$ cat src/rtl/channel_fifo_datapath.sv
// rtl/channel_fifo_datapath.sv - two-channel capture FIFO datapath (optional FIFO_ERR_FLAGS_EN sticky flags)
module channel_fifo_datapath #(
  parameter int DATA_WIDTH = 8,
  parameter int ADDR_WIDTH = 4
) (
  input  logic                  clk,
  input  logic                  reset,
  input  logic [DATA_WIDTH-1:0] Ch1_Data,
  input  logic [DATA_WIDTH-1:0] Ch2_Data,
  input  logic                  Mux,
  input  logic                  Write,
  input  logic                  Read,
  output logic                  Full,
  output logic                  Empty,
  output logic [ADDR_WIDTH:0]   Count,
  output logic [DATA_WIDTH-1:0] Data_Out,
  output logic                  Data_Valid,
  output logic                  Overflow,
  output logic                  Underflow
);

  localparam int DEPTH = 1 << ADDR_WIDTH;
  localparam logic [ADDR_WIDTH:0] CNT_FULL = {1'b1, {ADDR_WIDTH{1'b0}}};

  logic [DATA_WIDTH-1:0] mem_q [DEPTH];
  logic [ADDR_WIDTH-1:0] wr_ptr_q, wr_ptr_d;
  logic [ADDR_WIDTH-1:0] rd_ptr_q, rd_ptr_d;
  logic [ADDR_WIDTH:0]   cnt_q, cnt_d;
  logic [DATA_WIDTH-1:0] data_out_q, data_out_d;
  logic                  data_valid_q, data_valid_d;
  logic                  wr_en, rd_en;

  // Status decodes only the registered count so the controller sees clean Moore inputs.
  assign Full  = (cnt_q == CNT_FULL);
  assign Empty = (cnt_q == '0);
  assign wr_en = Write && !Full;
  assign rd_en = Read && !Empty;

  always_comb begin
    wr_ptr_d     = wr_ptr_q;
    rd_ptr_d     = rd_ptr_q;
    cnt_d        = cnt_q;
    data_out_d   = data_out_q;
    data_valid_d = 1'b0;
    if (wr_en) begin
      wr_ptr_d = wr_ptr_q + 1'b1;
    end
    if (rd_en) begin
      rd_ptr_d     = rd_ptr_q + 1'b1;
      data_out_d   = mem_q[rd_ptr_q];
      data_valid_d = 1'b1;
    end
    case ({wr_en, rd_en})
      2'b10:   cnt_d = cnt_q + 1'b1;
      2'b01:   cnt_d = cnt_q - 1'b1;
      default: cnt_d = cnt_q;
    endcase
  end

  always_ff @(posedge clk) begin
    if (reset) begin
      wr_ptr_q     <= '0;
      rd_ptr_q     <= '0;
      cnt_q        <= '0;
      data_out_q   <= '0;
      data_valid_q <= 1'b0;
    end else begin
      wr_ptr_q     <= wr_ptr_d;
      rd_ptr_q     <= rd_ptr_d;
      cnt_q        <= cnt_d;
      data_out_q   <= data_out_d;
      data_valid_q <= data_valid_d;
    end
  end

  // Storage is never cleared; stale entries are unreachable once the pointers reset.
  always_ff @(posedge clk) begin
    if (!reset && wr_en) begin
      mem_q[wr_ptr_q] <= Mux ? Ch1_Data : Ch2_Data;
    end
  end

`ifdef FIFO_ERR_FLAGS_EN
  logic overflow_q, overflow_d;
  logic underflow_q, underflow_d;

  always_comb begin
    overflow_d  = overflow_q | (Write && Full);
    underflow_d = underflow_q | (Read && Empty);
  end

  always_ff @(posedge clk) begin
    if (reset) begin
      overflow_q  <= 1'b0;
      underflow_q <= 1'b0;
    end else begin
      overflow_q  <= overflow_d;
      underflow_q <= underflow_d;
    end
  end

  assign Overflow  = overflow_q;
  assign Underflow = underflow_q;
`else
  assign Overflow  = 1'b0;
  assign Underflow = 1'b0;
`endif

  assign Count      = cnt_q;
  assign Data_Out   = data_out_q;
  assign Data_Valid = data_valid_q;

endmodule

$ cat config.mk
export PLATFORM = sky130hd
export DESIGN_NAME = channel_fifo_datapath
export DESIGN_NICKNAME = d
export VERILOG_FILES = /design/src/rtl/channel_fifo_datapath.sv
export SDC_FILE = /design/constraint.sdc
export NUM_CORES = 1
export LEC_CHECK = 0
export CORE_UTILIZATION = 59
export CTS_BUF_LIST = sky130_fd_sc_hd__clkbuf_16
export CTS_CLUSTER_DIAMETER = 50
export DETAILED_ROUTE_END_ITERATION = 10
export GPL_ROUTABILITY_DRIVEN = 0
export PLACE_DENSITY = 0.85
export SYNTH_ARGS = -nofsm -noshare
export SYNTH_HDL_FRONTEND = slang
export SYNTH_SLANG_ARGS = --single-unit
$ cat constraint.sdc
create_clock -name clk -period 3.5 [get_ports clk]
set_clock_uncertainty 0.1 [all_clocks]
set_input_delay 0.7 -clock clk [delete_from_list [all_inputs] [get_ports clk]]
set_output_delay 0.7 -clock clk [all_outputs]
set_load 0.05 [all_outputs]
Yosys cells after proc, flatten, opt, wreduce, memory -nomap -nowiden
Memory sizes are Yosys's and may differ from the RTL's. A register that Yosys moved wholly into a read port is not among the register bits.
Cells that the tools add are included.
{"block": "word_totals", "n_memories": 1, "rom_bits": 0, "regBits": 14, "mem_bits_rw": 128, "latchBits": 0, "elab_cells": 25, "input_bits": 21}
{"name": "mem_q", "depth": 16, "word_bits": 8, "read_ports": 1, "rd_clocked_by_memory_dff": 1, "wr": 1, "line_no": "25", "source": "logic [DATA_WIDTH-1:0] mem_q [DEPTH];"}
{"block": "classes", "n_shift": 0, "reduce_logical": 8, "bitwise_logic": 0, "div": 0, "multipliers": 0, "n_mux": 5, "n_lt_le_gt_ge": 0, "addsub": 4, "eq_ne": 3}
{"operator": "$pmux 5 s2", "n": 1}
{"operator": "$add 4x1->4 const B", "n": 2}
{"operator": "$mux 8", "n": 1}
{"operator": "$add 5x1->5 const B", "n": 1}
{"operator": "$eq 5x5->1 const B", "n": 1}
{"operator": "$logic_not 5->1", "n": 1}
{"operator": "$sub 5x1->5 const B", "n": 1}
{"operator": "$logic_and 1x1->1", "n": 3}
{"operator": "$logic_not 1->1", "n": 3}
{"operator": "$mux 1", "n": 3}
{"operator": "$eq 2x1->1 const B", "n": 1}
{"operator": "$eq 2x2->1 const B", "n": 1}
{"operator": "$reduce_bool 2->1", "n": 1}

Longest topological paths before layout
Gate-level depths: netlist (run 1).
{"block": "logic_depth", "word_depth": 6, "mapped_depth": 12, "mapped_depth_nobuf": 11}

Least setup slack after synthesis (run 1)
No wires, ideal clock.
{"block": "synth_path", "path_type": "flip-flop to flip-flop", "start": "reg cnt_q[0], in the netlist Count[0]", "end": "reg cnt_q[4], in the netlist Count[4]", "t_arrival_ps": 3016, "setup_slack_ps": 264, "period_less_slack_ps": 3236, "stages_incl_launch_ff": 12, "cell_sequence": "dfxtp_1 or4_4 o21ai_2 inv_2 buf_6 ha_1 ha_1 nor2b_1 o21ai_0 a21oi_1 or3b_1 mux2_2"}
{"block": "synth_between", "elab_chain_cells": 5}
{"element": "start: declaration", "line_no": "28", "source": "logic [ADDR_WIDTH:0] cnt_q, cnt_d;"}
{"element": "start signal: assignment", "line_no": "70", "source": "cnt_q <= cnt_d;"}
{"element": "$eq 5x5->1 / $logic_not 5->1 (equally long branches)", "line_no": "34, 35"}
{"element": "$logic_not 1->1 (on tied branches)", "line_no": "36, 37"}
{"element": "$logic_and 1x1->1 (on tied branches)", "line_no": "36, 37"}
{"element": "$eq 2x1->1 / $eq 2x2->1 (equally long branches)", "line_no": "53", "source": "case ({wr_en, rd_en})"}
{"element": "$pmux 5 s2 / $reduce_bool 2->1 (equally long branches)"}
Parallel ways exist; a longest one is shown, timed or not.
A chain may end at the register's enable or synchronous reset.

Worst setup path after layout (run 1)
Same ends and word-level chain as after synthesis.

==> impl_metrics.py, run 1 <==
metrics = {
    "worst_hold_path": {
        "worstHoldEndpoint": "Data_Out[0]",
        "whs_path_depth": 2,
        "min_path_type": "reg -> reg",
        "hold_path.startpoint": "Data_Out[0]",
    },
    "grt": {
        "grt_pass1_vias": 3480,
        "grt_pass1_wl_microns": 18700,
        "grt_max_degree": 55,
        "grt_usage": 0.235,
        "grt.overflow.total": 0,
        "antenna_found_initial": 0,
    },
    "finish": {
        "antenna_cells": 0,
        "utilization": 0.727,
        "fillCellCount": 606,
        "layout_common_cells": "edfxtp_1, mux2i_1, nor2_1",
        "syn_to_final_growth_pct": 17.5,
        "final_common_cell": "edfxtp_1",
        "layout-drive-gt1-share": 0.120,
        "fin_nets": 477,
        "finalInstanceArea_sq_mm": 0.00721,
    },
    "setup_path": {
        "cp.required_ns": 3.71,
        "critPathKind": "reg -> reg",
        "critPathCaptureType": "register",
        "arrival_ns": 3.30,
        "crit_fanout": 6,
        "reg2reg_to": "Count[4]",
        "start_kind": "register",
        "reg2regPathDepth": 10,
        "reg2reg_slack_ns": 0.41,
        "r2r-start": "Count[0]",
    },
    "power": {
        "leakagePower_nw": 2.30,
        "ir_worst_vdd_uv": 516,
        "fin_total_pwr_mw": 5.19,
        "pwr_density_cell_mw_per_mm2": 720,
    },
    "synth": {
        "yosys_warnings": 0,
        "ys_seq_elements": 150,
        "seq_area_frac_synth": 0.698,
        "synth_cells": 404,
        "ys_dominant_reg_cell": "edfxtp_1",
        "netlist_area_sq_mm": 0.00614,
        "async_flop_share": 0,
        "synth_area_per_cell_sq_um": 15.2,
        "yosysUniqueCellTypes": 38,
        "synth_edf_count": 128,
    },
    "placed_design": {
        "io_buffers": 36,
        "place_area_sq_mm": 0.00659,
        "hpwlAfterDp_microns": 7610,
    },
    "floorplan": {
        "rows": 36,
        "coreArea_sq_mm": 0.00991,
        "top_level_ports": 39,
        "fp.dieArea_sq_mm": 0.0108,
        "die_h_microns": 104,
        "initial_core_util": 0.619,
        "die_w_microns": 104,
    },
    "clock_tree": {
        "clock_latency_ns": 0.42,
        "cts_tree": "yes",
        "cts_max_level": 4,
        "numCtsBuffers": 17,
        "cts_setup_buffers": 0,
        "cts.repair.resized": 0,
        "clockBufferDepth": 2,
        "hold_buffers": 0,
        "clkSlewWorstSetupHoldPaths_ns": 0.06,
        "cts_sinks": 150,
        "clockRootBuffer": "clkbuf_16",
    },
    "outcome": {
        "status": "completed",
    },
    "drt": {
        "drt_first_iter_violations": 356,
        "wire_per_inst_microns": 20.0,
        "via_per_inst": 6.02,
        "vias": 3563,
        "drc": 0,
        "drtPass1Iterations": 6,
        "ant_nets": 0,
        "wirelength_microns": 11800,
    },
    "timing": {
        "layout_min_cycle_time_ns": 3.09,
        "setup_viol": 0,
        "worstMarginPinSlew_ns": 0.948,
        "finalSetupTns_ns": 0,
        "post-route-period-util": 0.883,
        "max_freq_ghz": 0.323,
        "maxSlewHeadroom": 0.368,
        "hold_viol_final": 0,
        "slew_viol_final": 0,
        "rsz0062_at_grt": "false",
    },
    "job": {
        "cap_violations": 0,
    },
}
-- critical path: stages (launching register included) --
cell and delay, ns:
dfxtp_1 0.37, or4_4 0.57, o21ai_2 0.18, inv_2 0.06, ha_1 0.25, ha_1 0.32
nor2b_1 0.15, o21ai_0 0.23, a21oi_1 0.11, or3b_1 0.36, mux2_2 0.27
-- state kept, by name, summed over array words and instances, names as in the netlist --
signal and count:
Data_Out 8, rd_ptr_q 4, Data_Valid 1, wr_ptr_q 4, mem_q 128, Count 5
-- layout make-up --
| class | count | area, sq um | share of cell area |
|---|---|---|---|
| Clock inverter | 15 | 189 | 0.0262 |
| Tap cell | 133 | 166 | 0.0231 |
| Timing Repair Buffer | 44 | 420 | 0.0583 |
| Multi-Input combinational cell | 225 | 1690 | 0.234 |
| Sequential cell | 150 | 4290 | 0.595 |
| Clock buffer | 17 | 425 | 0.0590 |
| Inverter | 8 | 30.0 | 0.00417 |
-- cell usage after synthesis, types with 3 or more instances --
cell / count / share of area
edfxtp_1: 128 / 0.63
mux2i_1: 65 / 0.11
nor2_1: 43 / 0.026
o22ai_1: 32 / 0.033
dfxtp_1: 22 / 0.072
ha_1: 9 / 0.018
mux2_2: 9 / 0.017
nand2_1: 9 / 0.0055
nor4_1: 9 / 0.0092
a211oi_1: 8 / 0.0098
clkbuf_1: 8 / 0.0049
inv_1: 7 / 0.0043
a21oi_1: 6 / 0.0049
buf_4: 6 / 0.0073
buf_2: 5 / 0.0041
nand3b_1: 4 / 0.0049
xor2_1: 4 / 0.0057
nor2b_1: 3 / 0.0031
xnor2_1: 3 / 0.0043
-- logic make-up (layout without fill, tap and decap cells) --
kind of cell    count (synthesis)  in the layout  share of synthesized area
compound gates                 50             50                     0.0528
xor+xnor                        8              8                     0.0126
fa+ha+maj                      10             10                     0.0216
buf+inv                        30             84                     0.0273
flops                         150            150                      0.698
mux                            74             74                      0.123
other cells                     1              2                   0.000611
simple gates                   81             81                     0.0644
-- routing by layer --
metal  GRT usage  vias up  share of wire
met5           0        -              0
met4      0.0969        0          0.022
met3      0.0602       28          0.082
met2       0.382      183           0.50
met1       0.304     1735           0.39
li1            -     1617              -
-- per-stage QoR --
stage	cells	worst slack, ns	hold slack [ns]
detailed placement	560	0.250	0.395
finish	592	0.409	0.400
global placement	560	0.327	0.390
floorplan	405	0.264	0.430
CTS	592	0.415	0.403
global route	592	0.268	0.423
-- how the worst max path moves through the flow --
stage | end | cells after the start | start | slack (ns)
after floorplan | Count[4] | 11 | Count[0] | 0.26
after global placement | Count[4] | 10 | Write | 0.33
after detailed placement | Count[4] | 10 | Write | 0.25
after CTS | Count[4] | 10 | Count[0] | 0.41
after global routing | Count[4] | 10 | Count[0] | 0.27
final | Count[4] | 10 | Count[0] | 0.41
-- power by group --
part           leakage [nW]  total, mW  internal, mW  switching, mW
combinational         0.672       1.17         0.417          0.752
sequential             1.33       2.15          2.06         0.0948
clock                 0.295       1.87          1.18          0.684
Power figures use the tool's default switching activity.
==> inputs of run 2 (changes only) <==
Settings changed: SLEW_MARGIN set to 20.
==> results of run 2 <==
The final DEF is identical to that of run 1; final timing and power are the same.
==> inputs of run 3 (changes only) <==
Settings changed: PLACE_DENSITY 0.85 to 0.86.
==> impl_metrics.py, run 3 (synthesis results as in run 1) <==
metrics = {
    "outcome": {
        "status": "completed",
    },
    "timing": {
        "max_freq_ghz": 0.325,
        "post-route-period-util": 0.879,
        "hold_viol_final": 0,
        "slew_viol_final": 0,
        "maxSlewHeadroom": 0.418,
        "rsz0062_at_grt": "false",
        "setup_viol": 0,
        "layout_min_cycle_time_ns": 3.08,
        "finalSetupTns_ns": 0,
        "worstMarginPinSlew_ns": 0.874,
    },
    "floorplan": {
        "coreArea_sq_mm": 0.00991,
        "die_w_microns": 104,
        "initial_core_util": 0.619,
        "top_level_ports": 39,
        "die_h_microns": 104,
        "rows": 36,
        "fp.dieArea_sq_mm": 0.0108,
    },
    "clock_tree": {
        "cts_sinks": 150,
        "clkSlewWorstSetupHoldPaths_ns": 0.06,
        "clockBufferDepth": 2,
        "cts_max_level": 4,
        "numCtsBuffers": 17,
        "cts_setup_buffers": 0,
        "cts_tree": "yes",
        "cts.repair.resized": 0,
        "clock_latency_ns": 0.42,
        "clockRootBuffer": "clkbuf_16",
        "hold_buffers": 0,
    },
    "setup_path": {
        "start_kind": "register",
        "reg2reg_to": "Count[4]",
        "critPathCaptureType": "output pin",
        "crit_fanout": 6,
        "r2r-start": "Count[0]",
        "critPathKind": "reg -> out",
        "reg2regPathDepth": 10,
        "arrival_ns": 2.28,
        "reg2reg_slack_ns": 0.43,
        "cp.required_ns": 2.70,
    },
    "finish": {
        "fin_cells": 595,
        "syn_to_final_growth_pct": 17.4,
        "fin_nets": 480,
        "layout-drive-gt1-share": 0.126,
        "final_common_cell": "edfxtp_1",
        "largest_reg_flops": 128,
        "layout_common_cells": "edfxtp_1, mux2i_1, nor2_1",
        "finalInstanceArea_sq_mm": 0.00720,
        "antenna_cells": 0,
        "top_register": "mem_q",
    },
    "grt": {
        "grt_usage": 0.255,
        "grt_pass1_wl_microns": 19900,
        "grt_max_degree": 50,
        "grt_pass1_vias": 3580,
        "grt.overflow.total": 0,
        "antenna_found_initial": 0,
    },
    "drt": {
        "wirelength_microns": 13000,
        "wire_per_inst_microns": 21.9,
        "drtPass1Iterations": 5,
        "drc": 0,
        "vias": 3631,
        "drt_first_iter_violations": 400,
        "via_per_inst": 6.10,
        "ant_nets": 0,
    },
    "placed_design": {
        "hpwlAfterDp_microns": 7810,
        "io_buffers": 36,
        "place_inst": 563,
        "place_area_sq_mm": 0.00662,
    },
    "power": {
        "pwr_density_cell_mw_per_mm2": 718,
        "leakagePower_nw": 2.31,
        "ir_worst_vdd_uv": 558,
    },
    "worst_hold_path": {
        "worstHoldEndpoint": "Data_Out[1]",
        "min_path_type": "reg -> reg",
        "hold_path.startpoint": "Data_Out[1]",
        "whs_path_depth": 2,
    },
    "job": {
        "cap_violations": 0,
    },
}
run 3: changes by cell type in the layout (fill, tap and decap cells not counted):
cell | previous run | this run
clkinv_2 | 2 | 4
clkinv_4 | 1 | 0
clkinvlp_4 | 4 | 3
buf_4 | 8 | 11
inv_6 | 1 | 2
bufinv_16 | 4 | 3
run 3: area by class of cell:
cell class	count	area [sq um]
Multi-Input combinational cell	225	1690
Fill cell	552	2710
Clock inverter	15	161
Clock buffer	17	425
Tap cell	133	166
Sequential cell	150	4290
Inverter	8	30.0
Timing Repair Buffer	47	443
run 3: routing by layer:
layer,global-route usage,vias to the layer above,wire length [microns]
met3,0.0583,16,806
met5,0,-,0
met1,0.299,1802,5060
li1,-,1627,-
met2,0.445,186,6990
met4,0.117,0,189
run 3: worst max-delay path, stage by stage, from the launching register on:
cell and delay, ns:
dfxtp_1 0.37, or4_4 0.57, nor2_1 0.12, clkdlybuf4s50_1 0.81
run 3: how the worst max path moves through the flow:
stage                     startpoint  endpoint  cells after the start
after detailed placement       Write  Count[4]                     11
after CTS                   Count[0]     Empty                      3
after floorplan             Count[0]  Count[4]                     11
after global placement         Write  Count[4]                     10
after global routing        Count[0]  Count[4]                     10
final                       Count[0]     Empty                      3
run 3: stage by stage:
step | setup slack, ns | util | power (mW) | hold slack [ns]
finish | 0.422 | 0.727 | 5.17 | 0.399
global route | 0.272 | 0.727 | 5.33 | 0.428
CTS | 0.406 | 0.727 | 5.17 | 0.401
detailed placement | 0.218 | 0.668 | 3.37 | 0.393
global placement | 0.334 | 0.668 | 3.33 | 0.390
floorplan | 0.264 | - | 3.02 | 0.430
run 3: power by group:
part           internal, mW  switching [mW]  leakage (nW)
Clock                  1.11           0.703         0.289
Sequential             2.06           0.101          1.33
Combinational         0.420           0.779         0.688
Total                  3.59            1.58          2.31
==> edit 1 (settings of run 3) <==
Change the parameter `ADDR_WIDTH` from 4 to 3.
--- a/src/rtl/channel_fifo_datapath.sv
+++ b/src/rtl/channel_fifo_datapath.sv
@@ -1,7 +1,7 @@
 // rtl/channel_fifo_datapath.sv - two-channel capture FIFO datapath (optional FIFO_ERR_FLAGS_EN sticky flags)
 module channel_fifo_datapath #(
   parameter int DATA_WIDTH = 8,
-  parameter int ADDR_WIDTH = 4
+  parameter int ADDR_WIDTH = 3
 ) (
   input  logic                  clk,
   input  logic                  reset,
Interface: changed (resized Count); port bits go from 39 to 38. The function was not compared with the original's and may differ.
==> edit 1 against run 3 <==
Area after synthesis down 43%. Sequential power down 43%. Sequential cell count down 67. Total power down 38%. Non-clock buffer count down 3. Routed wire length down 50%. Synthesized cell count down 49%. Design area down 41%. Worst setup slack worse by 0.054 ns. Via count down 46%. Clock power down 48%. Highest routed layer unchanged. Die area down 42%.
==> edit 1: results (changes against run 3) <==
- Post-synthesis compound-gate area fraction: 0.0465 (was 0.0528)
- Seq cells: 83 (was 150)
- Crit path DAT: 2.33 ns (was 2.28 ns)
- Synth cell types: 41 (was 38)
- First-pass GRT wire length: 10,800 µm (was 19,900 µm)
- R2R Path End: Count[3] (was Count[4])
- Footprint of the multi-input gates: 0.00109 mm² (was 0.00169 mm²)
- Met1 WL: 2810 µm (was 5060 µm)
- Proportion of power drawn by combinational gates: 0.326 (was 0.232)
- VDD IR max: 0.479 mV (was 0.558 mV)
- Per-cell routed wire length: 20.1 µm (was 21.9 µm)
- Clock network area share: 0.0701 (was 0.0815)
- Pleak: 1.41 nW (was 2.31 nW)
- Min-delay src: Data_Out[4] (was Data_Out[1])
- Non-clk buf share: 0.0992 (was 0.0615)
- Worst setup path end: Full (was Empty)
- Placed cell count: 311 (was 563)
- Post-synth top cells: edfxtp_1, nor2_1, dfxtp_1, mux4_2 (was edfxtp_1, mux2i_1, nor2_1, o22ai_1, dfxtp_1)
- Ranking of synthesized cells by area: edfxtp_1, dfxtp_1, mux4_2 (was edfxtp_1, mux2i_1, dfxtp_1)
- Post-Synth Adder-Cell Area: 0.0236 (was 0.0216)
- DPL Wire Length: 4040 µm (was 7810 µm)
- Hold EP: Data_Out[4] (was Data_Out[1])
- XOR/XNOR Fraction of Synth Area: 0.0150 (was 0.0126)
- DRT iter0 DRCs: 180 (was 400)
- Number of nets in the layout: 277 (was 480)
- DR vias/cell: 5.94 (was 6.10)
- P_seq: 1.24 mW (was 2.16 mW)
- Cell count after synthesis: 207 (was 404)
- Max reg flops: 64 (was 128)
- Fillers: 350 (was 552)
- Critical Path Fanout Max: 7 (was 6)
- Number of synthesized flops with an enable pin: 64 (was 128)
- WL met2: 3340 µm (was 6990 µm)
- Met3 routed WL: 289 µm (was 806 µm)
- CP peak stage delay: 0.79 ns (was 0.81 ns)
- CTS H-tree lvls: 3 (was 4)
- Multi-In Gates: 108 (was 225)
- Pin count of the biggest net entering global routing: 23 (was 50)
- Layout cell share with drive strength beyond 1: 0.282 (was 0.126)
- Mux contribution to synthesized area: 0.132 (was 0.123)
- FF-to-FF setup slack: 0.63 ns (was 0.43 ns)
- Clkbuf count: 9 (was 17)
- Reg2reg path depth: 8 (was 10)
- Logic inverters: 4 (was 8)
- Worst skew pair latency: 0.33 ns (was 0.42 ns)
- Global-route met1 utilization: 0.323 (was 0.299)
- Slew headroom: 0.419 (was 0.418)
- Sequential fraction of the synthesis area: 0.658 (was 0.698)
- Status: finished clean (unchanged)
- Internal power: 2.14 mW (was 3.59 mW)
- DRT Pass-1 Iters: 4 (was 5)
- Met3 GRT Util: 0.0517 (was 0.0583)
## edit 1: cell types whose count changed after synthesis, moves of 6 or more
| cell | run 3 | this run |
|---|---|---|
| mux2i_1 | 65 | 1 |
| o22ai_2 | 0 | 8 |
| a211oi_1 | 8 | 0 |
| nor4_1 | 9 | 2 |
| mux4_2 | 0 | 16 |
| nand2_1 | 9 | 3 |
| o22ai_1 | 32 | 0 |
| nor3_2 | 0 | 8 |
| nor2_1 | 43 | 23 |
| edfxtp_1 | 128 | 64 |
## edit 1: through the flow
step	utilization	hold WS (ns)	setup slack (ns)	power [mW]	cell area (µm²)
4_1_cts	0.751	0.403	0.354	3.24	4210
3_3_place_gp	0.699	0.380	0.500	2.28	3920
3_5_place_dp	0.699	0.389	0.417	2.31	3920
6_report	0.751	0.395	0.368	3.23	4210
5_1_grt	0.751	0.423	0.304	3.36	4210
2_1_floorplan	-	0.408	0.572	2.08	3500
==> edit 2 (flow settings as in run 3) <==
Made on the original files. Take the reset off `data_out_q` and load it in a clocked block of its own.
--- a/src/rtl/channel_fifo_datapath.sv
+++ b/src/rtl/channel_fifo_datapath.sv
@@ -62,15 +62,17 @@
       wr_ptr_q     <= '0;
       rd_ptr_q     <= '0;
       cnt_q        <= '0;
-      data_out_q   <= '0;
       data_valid_q <= 1'b0;
     end else begin
       wr_ptr_q     <= wr_ptr_d;
       rd_ptr_q     <= rd_ptr_d;
       cnt_q        <= cnt_d;
-      data_out_q   <= data_out_d;
       data_valid_q <= data_valid_d;
     end
+  end
+
+  always_ff @(posedge clk) begin
+    data_out_q <= data_out_d;
   end
 
   // Storage is never cleared; stale entries are unreachable once the pointers reset.
Behaviour: differs if reset is asserted again (counterexample within 4 cycles, from zero or initial values and one cycle with reset high); with reset held inactive, the same outputs for 10 cycles.
==> edit 2 against run 3 <==
Worst setup slack worse by 0.18 ns. Design area grew 0.56%. Sequential share of layout area is 0.74 points higher. Sequential cell count did not move. Routed wire length down 6.3%. Total power rose by 4.3%. Combinational power grew 8%. Register-to-register slack lost 0.14 ns. Area after synthesis down 1.7%.
==> edit 2: results (changes against run 3) <==
- Longest Clk Path Bufs: 2 (unchanged)
- Slew headroom: 0.370 (was 0.418)
- ANT cells: 0 (unchanged)
- Reg2reg path depth: 10 (unchanged)
- CTS resizes: 0 (unchanged)
- Crit path DAT: 2.46 ns (was 2.28 ns)
- Hold EP: Count[2] (was Data_Out[1])
- VDD IR max: 0.380 mV (was 0.558 mV)
- Post-synth top cells: edfxtp_1, nor2_1, mux4_2, a22oi_1 (was edfxtp_1, mux2i_1, nor2_1, o22ai_1, dfxtp_1)
- Worst skew pair latency: 0.41 ns
- First-pass GRT wire length: 19,100 µm (was 19,900 µm)
- Number of nets in the layout: 418 (was 480)
- Fillers: 533 (was 552)
- Pleak: 2.43 nW (was 2.31 nW)
- DRT Pass-1 Iters: 5 (unchanged)
- Clock Tree Root: clkbuf_16 (unchanged)
- FF-to-FF setup slack: 0.29 ns (was 0.43 ns)
- DPL Wire Length: 7320 µm (was 7810 µm)
- I/O Buffers: 36 (unchanged)
- R2R Path End: Count[4] (unchanged)
- Status: finished clean (unchanged)
- DRT iter0 DRCs: 253 (was 400)
- Ranking of synthesized cells by area: edfxtp_1, mux4_2, dfxtp_1 (was edfxtp_1, mux2i_1, dfxtp_1)
- Hold Slack: 0.463 ns (was 0.399 ns)
- Worst hold stages: 2 (unchanged)
- CTS H-tree lvls: 4 (unchanged)
- Min-delay src: Count[2] (was Data_Out[1])
- # DRC: 0 (unchanged)
- Number of synthesized flops with an enable pin: 136 (was 128)
- Main synth FF type: edfxtp_1 (unchanged)
- Final WL: 12,200 µm (was 13,000 µm)
- Total GRT Usage: 0.263 (was 0.255)
- Synth cell types: 35 (was 38)
- Layout cell share with drive strength beyond 1: 0.235 (was 0.126)
- DR vias/cell: 6.03 (was 6.10)
- Vias in the first global route: 3,328 (was 3,580)
- Switching share of power: 0.298 (was 0.306)
- Synth warnings: 0 (unchanged)
- Largest Register: mem_q (unchanged)
- CTS buffer count: 17 (unchanged)
- Sequential fraction of the synthesis area: 0.723 (was 0.698)
- Critical Path Fanout Max: 7 (was 6)
- Max reg flops: 128 (unchanged)
- Pin count of the biggest net entering global routing: 27 (was 50)
- Worst r2r src: Count[0] (unchanged)
edit 2: changes by cell type after synthesis, sizes merged, moves of 3 or more:
cell	before	now
mux2i	65	3
mux4	0	32
o22ai	32	0
a22oi	0	16
a211oi	8	0
dfxtp	22	14
edfxtp	128	136
nor4	9	1
buf	14	10
nand2	10	14
nand3b	4	0
nor2	43	40
o211ai	0	3
or3b	3	0
edit 2: cells by family (layout without fill, tap and decap cells):
| kind of cell | Yosys count | after routing | synth area share |
|---|---|---|---|
| xor+xnor | 7 | 7 | 0.0102 |
| buf+inv | 27 | 93 | 0.0203 |
| other cells | 1 | 2 | 0.000621 |
| simple gates | 67 | 67 | 0.0489 |
| mux | 45 | 45 | 0.143 |
| fa+ha+maj | 10 | 10 | 0.0220 |
| flops | 150 | 150 | 0.723 |
| compound gates | 26 | 26 | 0.0317 |
edit 2: layout make-up:
type,instances,area share
Multi-Input combinational cell,157,0.214
Clock buffer,17,0.0587
Clock inverter,15,0.0264
Tap cell,133,0.0230
Inverter,8,0.00415
Sequential cell,150,0.603
Timing Repair Buffer,53,0.0708
edit 2: worst max path at each step:
stage,endpoint,startpoint,cells after the start,slack [ns]
2_1_floorplan,Count[4],Count[0],12,0.23
3_3_place_gp,Count[4],Read,10,0.31
3_5_place_dp,Count[4],Read,10,0.23
4_1_cts,Full,Count[0],3,0.24
5_1_grt,Full,Count[0],3,0.14
6_report,Full,Count[0],3,0.24
edit 2: power by group through the flow:
stage | sequential [mW] | combinational (mW) | clock (mW)
after floorplan | 2.40 | 0.773 | 0
after global placement | 2.24 | 1.26 | 0
after detailed placement | 2.25 | 1.30 | 0
after CTS | 2.21 | 1.31 | 1.90
after global routing | 2.23 | 1.39 | 1.98
final | 2.21 | 1.30 | 1.89
edit 2: routing by layer:
| metal | up-vias | global-route usage | share of wire |
|---|---|---|---|
| li1 | 1413 | - | - |
| met1 | 1633 | 0.343 | 0.40 |
| met2 | 149 | 0.436 | 0.52 |
| met3 | 19 | 0.0583 | 0.060 |
| met4 | 0 | 0.105 | 0.018 |
| met5 | - | 0 | 0 |
edit 2: worst max-delay path, stage by stage, from the launching register on:
cell,delay (ns)
dfxtp_1,0.35
or4_1,0.71
nor2_1,0.17
clkdlybuf4s50_1,0.83
edit 2: through the flow:
| stage | util | instances | setup WS (ns) | instance area (µm²) |
|---|---|---|---|---|
| final | 0.734 | 533 | 0.240 | 7240 |
| after global routing | 0.734 | 533 | 0.144 | 7240 |
| after CTS | 0.734 | 533 | 0.240 | 7240 |
| after detailed placement | 0.672 | 501 | 0.235 | 6630 |
| after global placement | 0.672 | 501 | 0.311 | 6630 |
| after floorplan | - | 334 | 0.233 | 6040 |
